--- src/rtl/mtx_hop_sched.sv ---
// Hop sequencer for the two-tone tag chip generator: walks a phase-increment
// table per frame, soft-resets the generator per hop and detects hop completion.
module mtx_hop_sched #(
    parameter int PHASE_WIDTH    = 24,
    parameter int HOP_ADDR_WIDTH = 4,
    parameter int FRAME_WIDTH    = 16,
    parameter int GAP_WIDTH      = 16
) (
    input  logic                      clk,
    input  logic                      reset,
    input  logic                      cfg_wr,
    input  logic [HOP_ADDR_WIDTH-1:0] cfg_addr,
    input  logic [PHASE_WIDTH-1:0]    cfg_data,
    input  logic [HOP_ADDR_WIDTH:0]   nhops,
    input  logic [FRAME_WIDTH-1:0]    nframes,
    input  logic [GAP_WIDTH-1:0]      gap_cycles,
    input  logic                      start,
    input  logic                      stop,
    input  logic                      hop_ready,
    output logic                      gen_srst,
    output logic [PHASE_WIDTH-1:0]    hop_phase_inc,
    output logic                      phase_tvalid,
    output logic                      phase_tlast,
    output logic                      busy,
    output logic [HOP_ADDR_WIDTH-1:0] hop_idx,
    output logic [FRAME_WIDTH-1:0]    frame_count,
    output logic                      done,
    output logic                      err
);

    localparam int DEPTH = 1 << HOP_ADDR_WIDTH;
    localparam logic [HOP_ADDR_WIDTH:0] NH_MAX =
        {1'b1, {HOP_ADDR_WIDTH{1'b0}}};
    localparam logic [GAP_WIDTH-1:0] GAP_ONE =
        {{(GAP_WIDTH-1){1'b0}}, 1'b1};

    typedef enum logic [2:0] {
        S_IDLE,
        S_LOAD,
        S_RUN,
        S_GAP,
        S_ADV
    } state_t;

    state_t state, state_nx;

    logic [PHASE_WIDTH-1:0]    tbl [DEPTH];
    logic [HOP_ADDR_WIDTH:0]   nhops_q;
    logic [FRAME_WIDTH-1:0]    nframes_q;
    logic [GAP_WIDTH-1:0]      gap_q;
    logic [GAP_WIDTH-1:0]      gap_cnt;
    logic                      hop_ready_d;

    logic                      hop_edge;
    logic                      last_hop;
    logic                      final_frame;
    logic                      nh_legal;
    logic [FRAME_WIDTH-1:0]    frame_inc;
    logic [HOP_ADDR_WIDTH-1:0] ld_idx;
    logic [PHASE_WIDTH-1:0]    ld_inc;
    logic                      abort;
    logic                      start_ok;
    logic                      start_bad;
    logic                      finish;

    assign hop_edge    = hop_ready & ~hop_ready_d;
    assign last_hop    = ({1'b0, hop_idx} == (nhops_q - 1'b1));
    assign frame_inc   = frame_count + 1'b1;
    assign final_frame = (nframes_q != '0) && (frame_inc == nframes_q);
    assign nh_legal    = (nhops != '0) && (nhops <= NH_MAX);
    assign busy        = (state != S_IDLE);

    // Index for the next LOAD; a same-cycle write to it is forwarded.
    assign ld_idx = (state == S_ADV && !last_hop) ? hop_idx + 1'b1 : '0;
    assign ld_inc = (cfg_wr && cfg_addr == ld_idx) ? cfg_data : tbl[ld_idx];

    assign phase_tlast = (state == S_RUN) && hop_edge && !stop &&
                         last_hop && final_frame;

    always_ff @(posedge clk) begin
        if (cfg_wr) begin
            tbl[cfg_addr] <= cfg_data;
        end
    end

    always_comb begin
        state_nx  = state;
        abort     = 1'b0;
        start_ok  = 1'b0;
        start_bad = 1'b0;
        finish    = 1'b0;
        unique case (state)
            S_IDLE: begin
                if (start && !stop) begin
                    if (nh_legal) begin
                        start_ok = 1'b1;
                        state_nx = S_LOAD;
                    end else begin
                        start_bad = 1'b1;
                    end
                end
            end
            S_LOAD: begin
                if (stop) begin
                    abort    = 1'b1;
                    state_nx = S_IDLE;
                end else begin
                    state_nx = S_RUN;
                end
            end
            S_RUN: begin
                if (stop) begin
                    abort    = 1'b1;
                    state_nx = S_IDLE;
                end else if (hop_edge) begin
                    state_nx = (gap_q == '0) ? S_ADV : S_GAP;
                end
            end
            S_GAP: begin
                if (stop) begin
                    abort    = 1'b1;
                    state_nx = S_IDLE;
                end else if (gap_cnt == GAP_ONE) begin
                    state_nx = S_ADV;
                end
            end
            S_ADV: begin
                if (stop) begin
                    abort    = 1'b1;
                    state_nx = S_IDLE;
                end else if (last_hop && final_frame) begin
                    finish   = 1'b1;
                    state_nx = S_IDLE;
                end else begin
                    state_nx = S_LOAD;
                end
            end
            default: state_nx = S_IDLE;
        endcase
    end

    always_ff @(posedge clk) begin
        if (reset) begin
            state         <= S_IDLE;
            hop_ready_d   <= 1'b0;
            gen_srst      <= 1'b0;
            hop_phase_inc <= '0;
            phase_tvalid  <= 1'b0;
            hop_idx       <= '0;
            frame_count   <= '0;
            done          <= 1'b0;
            err           <= 1'b0;
            nhops_q       <= '0;
            nframes_q     <= '0;
            gap_q         <= '0;
            gap_cnt       <= '0;
        end else begin
            state        <= state_nx;
            hop_ready_d  <= hop_ready;
            gen_srst     <= abort || (state_nx == S_LOAD);
            phase_tvalid <= (state_nx == S_RUN);
            done         <= finish;
            err          <= start_bad;
            if (start_ok) begin
                nhops_q     <= nhops;
                nframes_q   <= nframes;
                gap_q       <= gap_cycles;
                hop_idx     <= '0;
                frame_count <= '0;
            end
            if (state == S_RUN && state_nx == S_GAP) begin
                gap_cnt <= gap_q;
            end else if (state == S_GAP) begin
                gap_cnt <= gap_cnt - 1'b1;
            end
            if (state == S_ADV && !abort) begin
                hop_idx <= ld_idx;
                if (last_hop) begin
                    frame_count <= frame_inc;
                end
            end
            // Increment is registered on the edge entering LOAD, with srst.
            if (state_nx == S_LOAD) begin
                hop_phase_inc <= ld_inc;
            end
        end
    end

endmodule

--- config.mk ---
export PLATFORM = sky130hd
export DESIGN_NAME = mtx_hop_sched
export DESIGN_NICKNAME = d
export VERILOG_FILES = /design/src/rtl/mtx_hop_sched.sv
export SDC_FILE = /design/constraint.sdc
export NUM_CORES = 1
export LEC_CHECK = 0
export CAP_MARGIN = 0
export CORE_UTILIZATION = 60
export DETAILED_ROUTE_END_ITERATION = 16
export GPL_TIMING_DRIVEN = 1
export PLACE_DENSITY_LB_ADDON = 0.08
export SYNTH_ARGS = -nofsm -noshare
export SYNTH_HDL_FRONTEND = slang
export SYNTH_SLANG_ARGS = --single-unit
--- constraint.sdc ---
create_clock -name clk -period 3.6 [get_ports clk]
set_input_delay 0.54 -clock clk [delete_from_list [all_inputs] [get_ports clk]]
set_output_delay 0.54 -clock clk [all_outputs]
set_load 0.02 [all_outputs]
# Yosys cells after proc, flatten, opt, wreduce, memory -nomap -nowiden
# Memory sizes are Yosys's and may differ from the RTL's. A register that Yosys moved wholly into a read port is not among the register bits.
# Cells that the tools add are included.
# W data, S select, Z words.
word_totals:
  mem_count: 1
  out_inout_bits: 50
  wordCells: 86
  ram_bits: 384
  reg_bits: 81
mem_list:
  columns: ["memory", "depth", "width", "read_ports", "rd_clocked_by_memory_dff", "wr", "line_no", "text"]
  rows:
  - ["tbl", 16, 24, 1, 1, 1, "47", "logic [PHASE_WIDTH-1:0] tbl [DEPTH];"]
classes:
  n_lt_le_gt_ge: 1
  eq_ne: 10
  n_bitwise: 5
  muxes: 28
  n_reduce_logical: 25
  n_addsub: 4
op_table:
  columns: ["operator", "n"]
  rows:
  - ["$mux W16", 5]
  - ["$mux W3", 7]
  - ["$add A16 B1 Y16 const B", 1]
  - ["$eq A16 B1 Y1 const B", 1]
  - ["$eq A16 B16 Y1", 1]
  - ["$logic_not A16 Y1", 1]
  - ["$reduce_bool A16 Y1", 1]
  - ["$sub A16 B1 Y16 const B", 1]
  - ["$pmux W3 S5", 1]
  - ["$eq A3 B2 Y1 const B", 4]
  - ["$mux W4", 3]
  - ["$logic_and A1 B1 Y1", 11]
  - ["$mux W1", 11]
  - ["$eq A3 B1 Y1 const B", 2]
  - ["$reduce_or A3 Y1", 2]
  - ["$eq A4 B5 Y1", 1]
  - ["$le A5 B5 Y1 const B", 1]
  - ["$reduce_bool A5 Y1", 1]
  - ["$sub A5 B1 Y5 const B", 1]
  - ["$add A4 B1 Y4 const B", 1]
  - ["$not A1 Y1", 4]
  - ["$reduce_bool A2 Y1", 2]
  - ["$reduce_or A4 Y1", 1]
  - ["$eq A3 B3 Y1 const B", 1]
  - ["6 further kinds", 8]

# Logic depth before layout (Yosys ltp)
depth:
  ltp_word: 10
  mapped_depth: 13
  ltp_nobuf: 10

# Least setup slack after synthesis
# No wires, ideal clock.
synth_path:
  path_type: "input-to-reg"
  start: "input port cfg_addr[2]"
  end: "memory tbl[0][0], enable pin"
  setup_time_ns: 0.435
  arrival_ns: 2.722
  slack_ns: 0.443
  path_stages: 2
  required_time_ns: 3.165
  path_buffers: 0
  cell_sequence: "or3b_2 -> nor3_1"
synth_rtl:
  columns: ["item", "line_no", "text"]
  rows:
  - ["start, declared", "12", "input logic [HOP_ADDR_WIDTH-1:0] cfg_addr,"]
  - ["end, declared", "47", null]
# Straight into the memory's write port.

# Final worst setup path
layout_path:
  start: "register nhops_q[0]"
  end: "register hop_phase_inc[20], read port of tbl"
layout_via:
  elab_chain_cells: 7
  word_cells_on_any_way: 10
  classes_between: "add/sub (1); eq/ne (2); mux (4); reduce/logical (3)"
layout_lines:
  columns: ["item", "line_no", "text"]
  rows:
  - ["start, declared", "48", "logic [HOP_ADDR_WIDTH:0] nhops_q;"]
  - ["start signal, assigned", "165", "nhops_q <= nhops;"]
  - ["$sub A5 B1 Y5 *", "67", "assign last_hop = ({1'b0, hop_idx} == (nhops_q - 1'b1));"]
  - ["$eq A4 B5 Y1 *", "67", null]
  - ["$logic_and A1 B1 Y1", "131", "end else if (last_hop && final_frame) begin"]
  - ["$mux W1", "131", null]
  - ["$mux W1", "128", "if (stop) begin"]
  - ["$pmux W3 S5", "92", "unique case (state)"]
  - ["$eq A3 B1 Y1", "183", "if (state_nx == S_LOAD) begin"]
  - ["end, declared", "21", "output logic [PHASE_WIDTH-1:0] hop_phase_inc,"]
# Mark *: on every way between the ends. The rest lies on a longest branch, timed or not.
# A chain may end at the register's enable or synchronous reset.

==> flow_summary.json <==
{
  "status": "complete, no violations",
  "place_congestion": 0.888,
  "synth_simple_gate_area_share_pct": 9.13,
  "tightest_slew_ps": 884,
  "postSynthNetCount": 1629,
  "die_w_um": 188,
  "die-height_um": 188,
  "clockBufferDepth": 3,
  "ant_nets": 0,
  "synth.area.mux_share_pct": 7.15,
  "power.density_mw_per_mm2": 480,
  "synth_top_area_share_pct": 55.8,
  "vdd_drop_max_v": 0.000430,
  "dpl.hpwl_mm": 32.6,
  "ys_top_cells_by_area": "edfxtp_1 (56%), dfxtp_1 (10%), mux2_2 (4.7%)",
  "first_global_vias": 13700,
  "io_buffers": 120,
  "slew_headroom_pct": 40.9,
  "grt_pass1_wl_mm": 80.5,
  "cp_max_fo": 27,
  "grt_max_degree": 58,
  "synth_area_mm2": 0.0207,
  "avgSynthCellArea_um2": 13.3,
  "ys.warnings.count": 0,
  "final_nets": 1769,
  "critPathCaptureType": "flop",
  "synth-compound-area-share_pct": 12.7,
  "fin_ws_ps": 166,
  "io_pins": 121,
  "mostFrequentLayoutCell": "edfxtp_1",
  "h-tree-depth": 2,
  "slew_violations": 0,
  "synth-xor-area-share_pct": 1.78,
  "clock_sinks": 489,
  "drc": 0,
  "syn_to_final_growth_pct": 17.5,
  "synth-edff-count": 384,
  "placed_area_mm2": 0.0227,
  "initialDrtViolationCount": 1352,
  "yosysTopAreaCell": "edfxtp_1",
  "yosys_most_used_dff": "edfxtp_1",
  "core_mm2": 0.0337,
  "max_freq_ghz": 0.291,
  "wl_per_cell_um": 24.4,
  "synth_cells": 1553,
  "cts_hold_buf": 0,
  "drive_gt1_share_pct": 17.9,
  "grt.overflow.total": 0,
  "tritoncts": "built",
  "grt_setup_unrepaired": "no",
  "synth_top_family_by_area": "compound AO/OA/AOI/OAI gates",
  "mostFrequentLayoutCells": "edfxtp_1 (384), a21oi_1 (151), nand2_1 (124), clkdlybuf4s50_1 (118), dfxtp_1 (101)",
  "drt_wl_total_mm": 53.4,
  "dr.pass1.iters": 7,
  "fillers": 2281,
  "setup_viol": 0,
  "synth_fa_ha_area_share_pct": 0.303,
  "clk_pin_slew_worst_paths_ps": 60,
  "yosysSeqAreaShare_pct": 66.0,
  "final_area_mm2": 0.0243,
  "initial_core_util_pct": 61.3,
  "antenna_found_initial": 5,
  "die_area_mm2": 0.0352,
  "finClkSkew_ps": 26.0,
  "async_reset_ff_share_pct": 0,
  "hp-class": "reg2reg",
  "cap_viol_max_count": 0,
  "via_per_inst": 6.39,
  "insertion_delay_ps": 580,
  "std_cell_rows": 67,
  "vias": 14000,
  "required_ps": 4050,
  "cp.arrival_ps": 3890,
  "setup_tns_ps": 0,
  "clockRootBuffer": "clkbuf_16",
  "p_leak_nw": 8.01,
  "synth_cell_type_count": 76,
  "post-route-period-util_pct": 95.4,
  "dp_slack_ps": 170,
  "grt.total_usage_pct": 30.2,
  "cts_made_buffers": 49,
  "synth_seq_cells": 489,
  "fin_crit_ps": 3430,
  "path_class": "reg2reg",
  "cp-start-kind": "flop",
  "final_hold_viol_count": 0
}
## layer usage
| layer | track usage, % | vias to the layer above | routed length, um |
|---|---|---|---|
| li1 | - | 6283 | - |
| met1 | 40.4 | 6999 | 21500 |
| met2 | 50.3 | 589 | 26300 |
| met3 | 4.30 | 103 | 3910 |
| met4 | 11.4 | 0 | 1650 |
| met5 | 0 | - | 0 |
## final cells by class
class,instances,area (um^2),share of cell area (%)
sequential,489,13600,56.2
clock buffer,62,1310,5.38
tap,448,561,2.31
multi-input combinational,927,6560,27.0
clock inverter,29,272,1.12
timing repair buffer,200,1830,7.53
inverter,26,97.6,0.402
antenna,5,12.5,0.0515
## critical path: stages, from the launching register on
cell,delay [ps]
dfxtp_1,380
inv_1,60
ha_1,250
o21ba_1,210
a221oi_2,330
o211ai_1,280
buf_4,270
and2_1,170
o22ai_2,180
o2111ai_4,470
or2_2,470
a32o_1,260
## state kept, by name (all words and copies together), names as in the netlist
name           flops
tbl              384
hop_phase_inc     24
frame_count       16
gap_cnt           16
gap_q             16
nframes_q         16
nhops_q            5
hop_idx            4
state              3
done               1
err                1
gen_srst           1
hop_ready_d        1
phase_tvalid       1
## stage by stage
stage / total power [mW] / std cells / util [%] / hold slack [ps]
detailed placement: 6.79 / 2088 / 67.2 / 448
global placement: 6.78 / 2088 / 67.2 / 463
finish: 11.7 / 2186 / 72.1 / 472
floorplan: 6.54 / 1553 / - / 445
CTS: 11.7 / 2179 / 72.0 / 470
global route: 11.9 / 2185 / 72.0 / 489
## power by group
group          switching, mW  total, mW  internal [mW]
clock                   2.11       4.98           2.87
combinational          0.259      0.431          0.172
sequential            0.0462       6.25           6.20
total                   2.42       11.7           9.25
## synth_stat cells (11+ instances only)
| cell type | number |
|---|---|
| edfxtp_1 | 384 |
| a21oi_1 | 151 |
| nand2_1 | 125 |
| dfxtp_1 | 105 |
| nor2_1 | 94 |
| mux2_2 | 86 |
| clkbuf_1 | 66 |
| o21ai_0 | 41 |
| nand3_1 | 34 |
| xnor2_1 | 28 |
| a211oi_1 | 27 |
| inv_1 | 26 |
| mux2i_1 | 26 |
| a222oi_1 | 24 |
| buf_2 | 24 |
| o2bb2ai_1 | 21 |
| nor4_1 | 20 |
| a221oi_1 | 19 |
| nor3_1 | 17 |
| xor2_1 | 14 |
| a32o_1 | 13 |
| o211ai_1 | 12 |
| a21o_1 | 11 |
| mux4_2 | 11 |
| o32ai_1 | 11 |
## kinds of logic after synthesis
logic type,Yosys count
AND/OR/NAND/NOR,375
AO/OA/AOI/OAI,382
flip-flops,489
XOR/XNOR,42
adder cells (fa/ha/maj),5
buffers and inverters,137
multiplexers,123
## worst paths after layout
check                          from                 to  slack, ps  cells past startpoint
setup reg to reg         nhops_q[0]  hop_phase_inc[20]        170                     11
hold reg to reg   hop_phase_inc[14]  hop_phase_inc[14]        470                      1
setup / recovery         nhops_q[0]  hop_phase_inc[20]        170                     11
hold / removal    hop_phase_inc[14]  hop_phase_inc[14]        470                      1
## timing repair
item                       in CTS  in global routing
pin swaps                       0                  3
gates resized for setup         8                  3
setup buffers                   0                  2
setup endpoints to repair       1                  1
No activity file was read; power rests on OpenSTA's default activity.
